===== src/rtl/ps2_key_rx.sv =====
// PS/2 keyboard receiver: synchronizes and filters the raw PS/2 lines,
// deframes 11-bit frames, folds E0/F0 prefixes into flags on the following
// scan code and queues decoded keys in a first-word-fall-through FIFO.
module ps2_key_rx #(
  parameter int FILTER_LEN     = 8,
  parameter int TIMEOUT_CYCLES = 50000,
  parameter int FIFO_DEPTH     = 8
) (
  input  logic                            clk,
  input  logic                            reset_n,
  input  logic                            ps2_clk,
  input  logic                            ps2_data,
  output logic [7:0]                      key_code,
  output logic                            key_ext,
  output logic                            key_break,
  output logic                            key_valid,
  input  logic                            key_ready,
  output logic [$clog2(FIFO_DEPTH+1)-1:0] fifo_count,
  output logic                            parity_err,
  output logic                            frame_err,
  output logic                            overflow
);

  localparam int CNT_W = $clog2(FIFO_DEPTH + 1);
  localparam int PTR_W = $clog2(FIFO_DEPTH);
  localparam int TMR_W = $clog2(TIMEOUT_CYCLES + 1);
  localparam logic [7:0]       FILT_LAST = 8'(FILTER_LEN - 1);
  localparam logic [TMR_W-1:0] TMR_LAST  = TMR_W'(TIMEOUT_CYCLES - 1);
  localparam logic [CNT_W-1:0] CNT_FULL  = CNT_W'(FIFO_DEPTH);

  typedef enum logic [1:0] {
    S_IDLE,
    S_DATA,
    S_PARITY,
    S_STOP
  } state_e;

  // Synchronizer and glitch filter state
  logic       clk_meta_q, clk_sync_q, data_meta_q, data_sync_q;
  logic       filt_q, filt_d, filt_prev_q;
  logic [7:0] filt_cnt_q, filt_cnt_d;
  logic       strobe;

  // Deframer state
  state_e           state_q, state_d;
  logic [7:0]       shift_q, shift_d;
  logic [2:0]       bit_cnt_q, bit_cnt_d;
  logic             parity_q, parity_d;
  logic [TMR_W-1:0] timer_q, timer_d;
  logic             byte_done_q, byte_done_d;
  logic [7:0]       byte_q, byte_d;
  logic             frame_err_q, frame_err_d;
  logic             parity_err_q, parity_err_d;

  // Prefix decoder state
  logic       ext_q, ext_d, brk_q, brk_d;
  logic       push;

  // FIFO state
  logic [9:0]       mem_q [FIFO_DEPTH];
  logic [PTR_W-1:0] wr_ptr_q, wr_ptr_d, rd_ptr_q, rd_ptr_d;
  logic [CNT_W-1:0] count_q, count_d;
  logic             pop, full, wr_en;
  logic [9:0]       head;

  // Two-flop synchronizers; both idle-high like the PS/2 bus
  always_ff @(posedge clk or negedge reset_n) begin
    if (!reset_n) begin
      clk_meta_q  <= 1'b1;
      clk_sync_q  <= 1'b1;
      data_meta_q <= 1'b1;
      data_sync_q <= 1'b1;
    end else begin
      clk_meta_q  <= ps2_clk;
      clk_sync_q  <= clk_meta_q;
      data_meta_q <= ps2_data;
      data_sync_q <= data_meta_q;
    end
  end

  // Filtered clock flips only after FILTER_LEN samples at the opposite level
  always_comb begin
    filt_d     = filt_q;
    filt_cnt_d = '0;
    if (clk_sync_q != filt_q) begin
      if (filt_cnt_q == FILT_LAST) begin
        filt_d = clk_sync_q;
      end else begin
        filt_cnt_d = filt_cnt_q + 8'd1;
      end
    end
  end

  // Filter registers plus the delayed copy used for edge detection
  always_ff @(posedge clk or negedge reset_n) begin
    if (!reset_n) begin
      filt_q      <= 1'b1;
      filt_prev_q <= 1'b1;
      filt_cnt_q  <= '0;
    end else begin
      filt_q      <= filt_d;
      filt_prev_q <= filt_q;
      filt_cnt_q  <= filt_cnt_d;
    end
  end

  assign strobe = filt_prev_q & ~filt_q;

  // Frame FSM: shifts bits on each strobe, checks the frame at the stop bit
  always_comb begin
    state_d      = state_q;
    shift_d      = shift_q;
    bit_cnt_d    = bit_cnt_q;
    parity_d     = parity_q;
    timer_d      = '0;
    byte_done_d  = 1'b0;
    byte_d       = byte_q;
    frame_err_d  = 1'b0;
    parity_err_d = 1'b0;
    if (state_q == S_IDLE) begin
      if (strobe && !data_sync_q) begin
        state_d   = S_DATA;
        shift_d   = '0;
        bit_cnt_d = '0;
      end
    end else if (!strobe && timer_q == TMR_LAST) begin
      frame_err_d = 1'b1;
      state_d     = S_IDLE;
      shift_d     = '0;
      bit_cnt_d   = '0;
      parity_d    = 1'b0;
    end else if (!strobe) begin
      timer_d = timer_q + TMR_W'(1);
    end else begin
      case (state_q)
        S_DATA: begin
          shift_d   = {data_sync_q, shift_q[7:1]};
          bit_cnt_d = bit_cnt_q + 3'd1;
          if (bit_cnt_q == 3'd7) state_d = S_PARITY;
        end
        S_PARITY: begin
          parity_d = data_sync_q;
          state_d  = S_STOP;
        end
        S_STOP: begin
          state_d = S_IDLE;
          if (!data_sync_q) begin
            frame_err_d = 1'b1;
          end else if (!(^{shift_q, parity_q})) begin
            parity_err_d = 1'b1;
          end else begin
            byte_done_d = 1'b1;
            byte_d      = shift_q;
          end
        end
        default: state_d = S_IDLE;
      endcase
    end
  end

  // Frame FSM registers and the registered per-frame results
  always_ff @(posedge clk or negedge reset_n) begin
    if (!reset_n) begin
      state_q      <= S_IDLE;
      shift_q      <= '0;
      bit_cnt_q    <= '0;
      parity_q     <= 1'b0;
      timer_q      <= '0;
      byte_done_q  <= 1'b0;
      byte_q       <= '0;
      frame_err_q  <= 1'b0;
      parity_err_q <= 1'b0;
    end else begin
      state_q      <= state_d;
      shift_q      <= shift_d;
      bit_cnt_q    <= bit_cnt_d;
      parity_q     <= parity_d;
      timer_q      <= timer_d;
      byte_done_q  <= byte_done_d;
      byte_q       <= byte_d;
      frame_err_q  <= frame_err_d;
      parity_err_q <= parity_err_d;
    end
  end

  // Prefix decoder: E0/F0 only arm flags, any other byte is pushed with them
  always_comb begin
    ext_d = ext_q;
    brk_d = brk_q;
    push  = 1'b0;
    if (frame_err_q || parity_err_q) begin
      ext_d = 1'b0;
      brk_d = 1'b0;
    end else if (byte_done_q) begin
      if (byte_q == 8'hE0) begin
        ext_d = 1'b1;
      end else if (byte_q == 8'hF0) begin
        brk_d = 1'b1;
      end else begin
        push  = 1'b1;
        ext_d = 1'b0;
        brk_d = 1'b0;
      end
    end
  end

  // Prefix flag registers
  always_ff @(posedge clk or negedge reset_n) begin
    if (!reset_n) begin
      ext_q <= 1'b0;
      brk_q <= 1'b0;
    end else begin
      ext_q <= ext_d;
      brk_q <= brk_d;
    end
  end

  assign pop   = (count_q != '0) && key_ready;
  assign full  = (count_q == CNT_FULL);
  assign wr_en = push && (!full || pop);

  // FIFO pointer and occupancy update; pointers wrap naturally at power-of-two depth
  always_comb begin
    wr_ptr_d = wr_ptr_q;
    rd_ptr_d = rd_ptr_q;
    count_d  = count_q;
    if (wr_en) wr_ptr_d = wr_ptr_q + PTR_W'(1);
    if (pop)   rd_ptr_d = rd_ptr_q + PTR_W'(1);
    count_d = count_q + CNT_W'(wr_en) - CNT_W'(pop);
  end

  // FIFO control registers
  always_ff @(posedge clk or negedge reset_n) begin
    if (!reset_n) begin
      wr_ptr_q <= '0;
      rd_ptr_q <= '0;
      count_q  <= '0;
    end else begin
      wr_ptr_q <= wr_ptr_d;
      rd_ptr_q <= rd_ptr_d;
      count_q  <= count_d;
    end
  end

  // FIFO storage; contents are masked at the outputs while empty, so no reset
  always_ff @(posedge clk) begin
    if (wr_en) mem_q[wr_ptr_q] <= {ext_q, brk_q, byte_q};
  end

  assign head       = mem_q[rd_ptr_q];
  assign key_valid  = (count_q != '0);
  assign key_code   = key_valid ? head[7:0] : 8'h00;
  assign key_break  = key_valid & head[8];
  assign key_ext    = key_valid & head[9];
  assign fifo_count = count_q;
  assign parity_err = parity_err_q;
  assign frame_err  = frame_err_q;
  assign overflow   = push & full & ~pop;

endmodule


===== config.mk =====
export PLATFORM = sky130hd
export DESIGN_NAME = ps2_key_rx
export DESIGN_NICKNAME = d
export VERILOG_FILES = /design/src/rtl/ps2_key_rx.sv
export SDC_FILE = /design/constraint.sdc
export NUM_CORES = 1
export LEC_CHECK = 0
export ABC_CLOCK_PERIOD_IN_PS = 5700
export BUFFER_PORTS_ARGS = -buffer_cell sky130_fd_sc_hd__buf_2
export CELL_PAD_IN_SITES_DETAIL_PLACEMENT = 0
export CELL_PAD_IN_SITES_GLOBAL_PLACEMENT = 1
export CORE_MARGIN = 5
export CORE_UTILIZATION = 40
export DETAILED_ROUTE_END_ITERATION = 6
export PLACE_DENSITY_LB_ADDON = 0.08
export SLEW_MARGIN = 10
export SYNTH_ARGS = -nofsm -noshare
export SYNTH_HDL_FRONTEND = slang
export SYNTH_SLANG_ARGS = --single-unit

===== constraint.sdc =====
create_clock -name clk -period 5.7 [get_ports clk]
set_input_delay 0.57 -clock clk [delete_from_list [all_inputs] [get_ports clk]]
set_output_delay 0.57 -clock clk [all_outputs]
set_load 0.005 [all_outputs]

==> metrics, run 1 <==
status completed; Hold Fails Final Rpt 0; ANT cells 0; mapped cell area 6251 sq um; number of global-route vias before repair between 3000 and 4000; maximum root-to-sink buffer count 2; vias per std cell roughly 4.9; total core area 15260 sq um; Pwr Density 407.9 nW/um^2; RSZ-0062 raised after global routing false; hold buffer count at cts 0; Final Critical Period 2.809 ns; Synth area leader edfxtp_1; slowest stage cell, crit path dfrtp_1; warnings from Yosys 0; initial antenna violation count 0; cell leakage power 2.877 nW; Slew @ Worst Pin 1.048 ns; HPWL after DPL approximately 7400 um; WL/cell ~17 um; CP delay by family, top flip-flops; non-filler cells, final 692; Starting Density 0.4097; Slew HR 0.2986; Layout area overhead 15.97%; largest net degree at the start of global routing 68; fmax 0.3560 GHz; multiplexer share of the synthesized area 0.1167; worst path cell trace mux4_2 > mux2i_1 > nor2_1 > buf_2; kind of critical path reg2out; DRC Markers 0; Post-synth EDFFs 80; Cell variety after synth 45; Setup TNS 0 ns; 1st-pass router iterations 4; Yosys reg bits 147; Port-buffer cells 22; Post-synth ARST share 0.4558; die area 18230 sq um; worst-skew pair later-pin latency 0.41 ns; Final ANT Viol Nets 0; final-report setup violation count 0; synthesized instance count 431; placed instance area 6634 sq um; Slew Viols, Final 0; CP Capture Type primary output; Num CTS Buffers 17; Hold Slack 0.2540 ns; Overall Power a little under 3 mW; top cell type's share of synthesized area 0.3843; largest family of logic cells by synthesized area multiplexers; CP startpoint kind register; WP data arrival 2.24 ns; syn_area_per_cell 14.50 sq um; post-CTS sizing 0; Main synth FF type edfxtp_1; Period Utilization, post-route 0.4927; synthesized net count approximately 450; Placed Instances 660; Starting DRT DRC Count about 170; CP max stage delay 1.01 ns; most frequent cells after synthesis edfxtp_1, dfrtp_1, nor2_1; sequential share of the synthesized area 0.6537; setup bufs post-CTS 0; Ports 23; crit path max fanout 22; final wirelength roughly 12000 um; Reg clk slew, reported paths about 0.06 ns; Die Wd roughly 140 um; gr ovfl total 0; top-count cell post-synth edfxtp_1; die height 135.0 um; post-route cell area 7249 sq um; crit path buf inv count 1; # Max-Cap Violations 0; FP Rows 45; vias between 3000 and 4000; Peak VDD IR approximately 0.21 mV; Final Net Count 489; H-Tree Level Count 4; gpl congestion around 0.76; GR Util All Layers 0.1381; fraction of layout cells with a size suffix above 1 0.2162; Synth area leaders edfxtp_1, dfrtp_1, mux4_2; clock skew 0.008459 ns; Filler cells 1389; Hold WC Path Type in2reg; clk root buf clkbuf_16; post-synthesis xor/xnor area fraction 0.04784; CTS sink cnt 147; first-pass GRT wire length slightly below 20000 um; CTS tree built; Worst Path Required 5.13 ns; simple-gate portion of the synthesized area 0.1041; Synth Area in Adders 0.03323; Synth Area in Compound Gates 0.02662
[logic make-up (layout without fill, tap and decap cells)]
logic type | Yosys count | after routing
AOI/OAI and AO/OA | 29 | 29
xor gates and xnor gates | 31 | 31
adders and majority gates | 16 | 16
buffers and inverters | 27 | 77
DFF | 147 | 147
muxes | 43 | 43
and+or+nand+nor | 138 | 138
[metal layers]
layer  track usage  routed length (um)  up-vias
li1              -                   -     1651
met5             0                   0        -
met4       0.05039                 153        0
met3       0.02906                 275       14
met2        0.2326                5890       38
met1        0.1772                5210     1695
[worst register-to-register path, stage by stage, from the launching register on]
cell and delay (ns):
dfrtp_1 0.48, or3_1 0.45, o211a_1 0.30, or2_2 0.35, ha_1 0.27, a21o_1 0.15, a21oi_1 0.17, xor2_1 0.16
[layout make-up]
type / instances / area [sq um] / share of cell area
Clock inverter: 14 / 176.4 / 0.02434
Sequential cell: 147 / 4086 / 0.5637
Multi-Input combinational cell: 257 / 2053 / 0.2832
Tap cell: 211 / 264.0 / 0.03642
Clock buffer: 18 / 439.2 / 0.06058
Timing Repair Buffer: 31 / 177.7 / 0.02451
Inverter: 14 / 52.55 / 0.007249
[power breakdown]
group          internal (mW)  switching [mW]  total (mW)  leakage (nW)
registers               1.19           0.114        1.30          1.67
logic                  0.248           0.264       0.512         0.917
clock network          0.704           0.441        1.14         0.286
total                   2.14           0.819        2.96          2.88
[sequential cells by signal, summed over array words and instances (netlist names), 2 cells and up]
name        cells
timer_q        16
wr_ptr_q        3
shift_q         8
fifo_count      4
filt_cnt_q      8
rd_ptr_q        3
mem_q          80
byte_q          8
state_q         2
bit_cnt_q       3
[cell usage in the layout (no fill, tap or decap), types with 2 or more instances in the layout]
cell type / synthesis / layout
o21ai_0: 14 / 14
mux2i_1: 11 / 11
xnor2_1: 22 / 22
inv_6: 0 / 3
a21oi_1: 6 / 6
mux2_4: 9 / 9
mux2_2: 3 / 3
bufinv_16: 0 / 3
clkinvlp_4: 0 / 5
nor3_1: 8 / 8
and3_1: 3 / 3
xnor3_1: 2 / 2
buf_2: 2 / 22
clkbuf_16: 0 / 17
mux4_2: 20 / 20
clkinv_4: 0 / 2
or3_1: 3 / 3
dfrtp_1: 61 / 61
ha_1: 15 / 15
inv_1: 14 / 14
nand2b_1: 4 / 4
o22ai_1: 4 / 4
or2_2: 2 / 2
xor2_1: 7 / 7
nand2_1: 32 / 32
nor2_1: 50 / 50
nor4_1: 7 / 7
buf_4: 0 / 9
nand4_1: 4 / 4
nand3_1: 15 / 15
dfstp_2: 6 / 6
edfxtp_1: 80 / 80
[stage by stage]
step / setup slack (ns) / utilization
5_1_grt: 2.705 / 0.4751
4_1_cts: 2.806 / 0.4751
2_1_floorplan: 3.522 / -
3_3_place_gp: 3.228 / 0.4348
6_report: 2.891 / 0.4751
3_5_place_dp: 3.195 / 0.4348
[final timing paths]
| check | from | to | slack, ns | depth (start not counted) |
|---|---|---|---|---|
| worst max register to register | byte_q[1] | fifo_count[3] | 3.31 | 7 |
| max in group asynchronous | reset_n | shift_q[2] | 4.79 | 2 |
| worst min-delay path | ps2_data | data_meta_q | 0.25 | 1 |
| worst min register to register | clk_meta_q | clk_sync_q | 0.36 | 0 |
| min in group asynchronous | reset_n | timer_q[8] | 0.34 | 2 |
| worst max-delay path | rd_ptr_q[1] | key_code[1] | 2.89 | 4 |
(Power assumes the default switching activity.)
==> inputs of run 2 (changes only) <==
--- a/config.mk
+++ b/config.mk
@@ -5,7 +5,7 @@
 export SDC_FILE = /design/constraint.sdc
 export NUM_CORES = 1
 export LEC_CHECK = 0
-export ABC_CLOCK_PERIOD_IN_PS = 5700
+export ABC_CLOCK_PERIOD_IN_PS = 2700
 export BUFFER_PORTS_ARGS = -buffer_cell sky130_fd_sc_hd__buf_2
 export CELL_PAD_IN_SITES_DETAIL_PLACEMENT = 0
 export CELL_PAD_IN_SITES_GLOBAL_PLACEMENT = 1
==> constraint.sdc (replaced) <==
create_clock -name clk -period 2.7 [get_ports clk]
set_input_delay 0.27 -clock clk [delete_from_list [all_inputs] [get_ports clk]]
set_output_delay 0.27 -clock clk [all_outputs]
set_load 0.005 [all_outputs]
==> run 2 against run 1 <==
Critical path type is now reg2reg; first-iteration DRC count shrank 21%; register-to-register slack worse by 3.0 ns; power rose by 120%.
==> metrics, run 2 (synthesis results as in run 1) <==
Post-Route Utilization 0.4805 (was 0.4751); clk root buf clkbuf_16 (unchanged); ANT cells 0 (unchanged); vias per std cell 4.907 (was 4.910); CTS tree built (unchanged); crit path max fanout 10 (was 22); Slew HR 0.3355 (was 0.2986); fmax 0.4149 GHz; largest net degree at the start of global routing 31 (was 68); GR Util All Layers 0.1437 (was 0.1381); WP data arrival 2.75 ns (was 2.24 ns); Layout area overhead 17.29% (was 15.97%); Period Utilization, post-route 0.8926; gpl congestion 0.7293 (was 0.7602); CP startpoint kind register (unchanged); worst-skew pair later-pin latency 0.42 ns (was 0.41 ns); Hold Path Origin key_ready (was ps2_data); Slew Viols, Final 0 (unchanged); Final ANT Viol Nets 0 (unchanged); Worst R2R Setup Slack 0.29 ns (was 3.31 ns); final-report setup violation count 0 (unchanged); placed instance area 6679 sq um (was 6634 sq um); Crit Reg-Reg Startpoint byte_q[0] (was byte_q[1]); fraction of layout cells with a size suffix above 1 0.2122 (was 0.2162); first-pass GRT wire length 19870 um (was 19410 um); HPWL after DPL 7721 um (was 7448 um); Hold Slack 0.1561 ns (was 0.2540 ns); commonest non-fill, non-tap cell in the layout edfxtp_1 (unchanged); kind of critical path reg2reg (was reg2out); Pwr Density 869.5 nW/um^2 (was 407.9 nW/um^2); 1st-pass router iterations 4 (unchanged); Hold Fails Final Rpt 0 (unchanged); RSZ-0062 raised after global routing false (unchanged); Hold WC Path Type in2reg (unchanged); Final Critical Period 2.410 ns; number of global-route vias before repair 3647 (was 3584); Reg clk slew, reported paths 0.06 ns (about the same); status completed (unchanged); cell leakage power 2.909 nW (was 2.877 nW); Worst Path Required 3.04 ns (was 5.13 ns); GRT met3 Usage 0.03651 (was 0.02906); gr ovfl total 0 (unchanged); Final Net Count 498 (was 489); capturing point of the worst reg2reg path fifo_count[3] (unchanged); Setup TNS 0 ns (unchanged); maximum root-to-sink buffer count 2 (unchanged); CP Capture Type register (was primary output); Starting Density 0.4097 (unchanged); r2r worst-path depth 7 (unchanged); Die Wd 135.0 um (unchanged); met2 Resource Use GR 0.2462 (was 0.2326); DRC Markers 0 (unchanged); Hold EP rd_ptr_q[2] (was data_meta_q); die height 135.0 um (unchanged); non-filler cells, final 701 (was 692); most flop-heavy register mem_q (unchanged); initial antenna violation count 0 (unchanged); Filler cells 1331 (was 1389); max reg flops 80 (unchanged); final wirelength 11890 um (was 11530 um); Num CTS Buffers 17 (unchanged); final worst setup slack 0.2900 ns (was 2.891 ns); WL/cell 16.96 um (was 16.66 um); FP Rows 45 (unchanged); Min-Delay Path Depth 3 (was 1); most crowded layer after global routing met2 (unchanged); Peak VDD IR 0.4576 mV (was 0.2122 mV); # Max-Cap Violations 0 (unchanged); pre-CTS setup slack 0.2616 ns (was 3.195 ns); post-route cell area 7332 sq um (was 7249 sq um); total core area 15260 sq um (unchanged); Port-buffer cells 22 (unchanged); clock skew 0.006105 ns (was 0.008459 ns); CTS sink cnt 147 (unchanged); vias 3440 (was 3398); Overall Power 6.375 mW (was 2.957 mW); Slew @ Worst Pin 0.9931 ns (was 1.048 ns); die area 18230 sq um (unchanged); H-Tree Level Count 4 (unchanged); Ports 23 (unchanged); Starting DRT DRC Count 134 (was 169); met1 Track Usage GR 0.1758 (was 0.1772); biggest regs mem_q (80), timer_q (16) (unchanged); Placed Instances 666 (was 660); most frequent cells in the layout edfxtp_1, dfrtp_1, nor2_1, nand2_1 (unchanged)
[run 2: cell count changes in the layout (fill, tap and decap cells not counted)]
cell / change
buf_4: +6
clkbuf_1: +3
clkinv_1: +3
clkinvlp_4: -3
dlygate4sd3_1: +3
inv_6: -3
bufinv_16: +2
clkinv_4: -2
clkbuf_8: -1
clkinv_2: +1
[run 2: worst max-delay path: stages, from the launching register on]
cell	delay, ns
dfrtp_1	0.48
or3_1	0.43
o211a_1	0.30
or2_2	0.35
ha_1	0.28
a21o_1	0.15
a21oi_1	0.19
xor2_1	0.16
[run 2: timing repair]
item,in CTS,in global routing
setup buffers,0,0
endpoints found under the hold margin,30,0
gates resized for setup,0,0
hold buffers,3,0
[run 2: cell type report]
class                           instances  area (sq um)  share of cell area
Timing Repair Buffer                   40         252.7             0.03447
Inverter                               14         52.55            0.007167
Clock buffer                           20         436.7             0.05956
Sequential cell                       147          4086              0.5573
Clock inverter                         12         186.4             0.02543
Tap cell                              211         264.0             0.03601
Multi-Input combinational cell        257          2053              0.2800
[run 2: worst max-delay path by stage]
stage | from | to | slack [ns]
final | byte_q[0] | fifo_count[3] | 0.29
after global routing | byte_q[0] | fifo_count[3] | 0.13
after CTS | byte_q[0] | fifo_count[3] | 0.25
after detailed placement | byte_q[0] | fifo_count[3] | 0.26
after global placement | byte_q[0] | fifo_count[3] | 0.32
after floorplan | byte_q[1] | fifo_count[3] | 0.52
[run 2: power breakdown]
part / switching (mW) / internal [mW] / total (mW) / leakage, nW
registers: 0.165 / 2.51 / 2.67 / 1.66
logic: 0.649 / 0.562 / 1.21 / 0.957
clock network: 0.867 / 1.63 / 2.49 / 0.297
[run 2: layer usage]
layer	wire length, um	part of all wire
met1	5173	0.44
met2	6125	0.52
met3	379	0.032
met4	208	0.017
met5	0	0
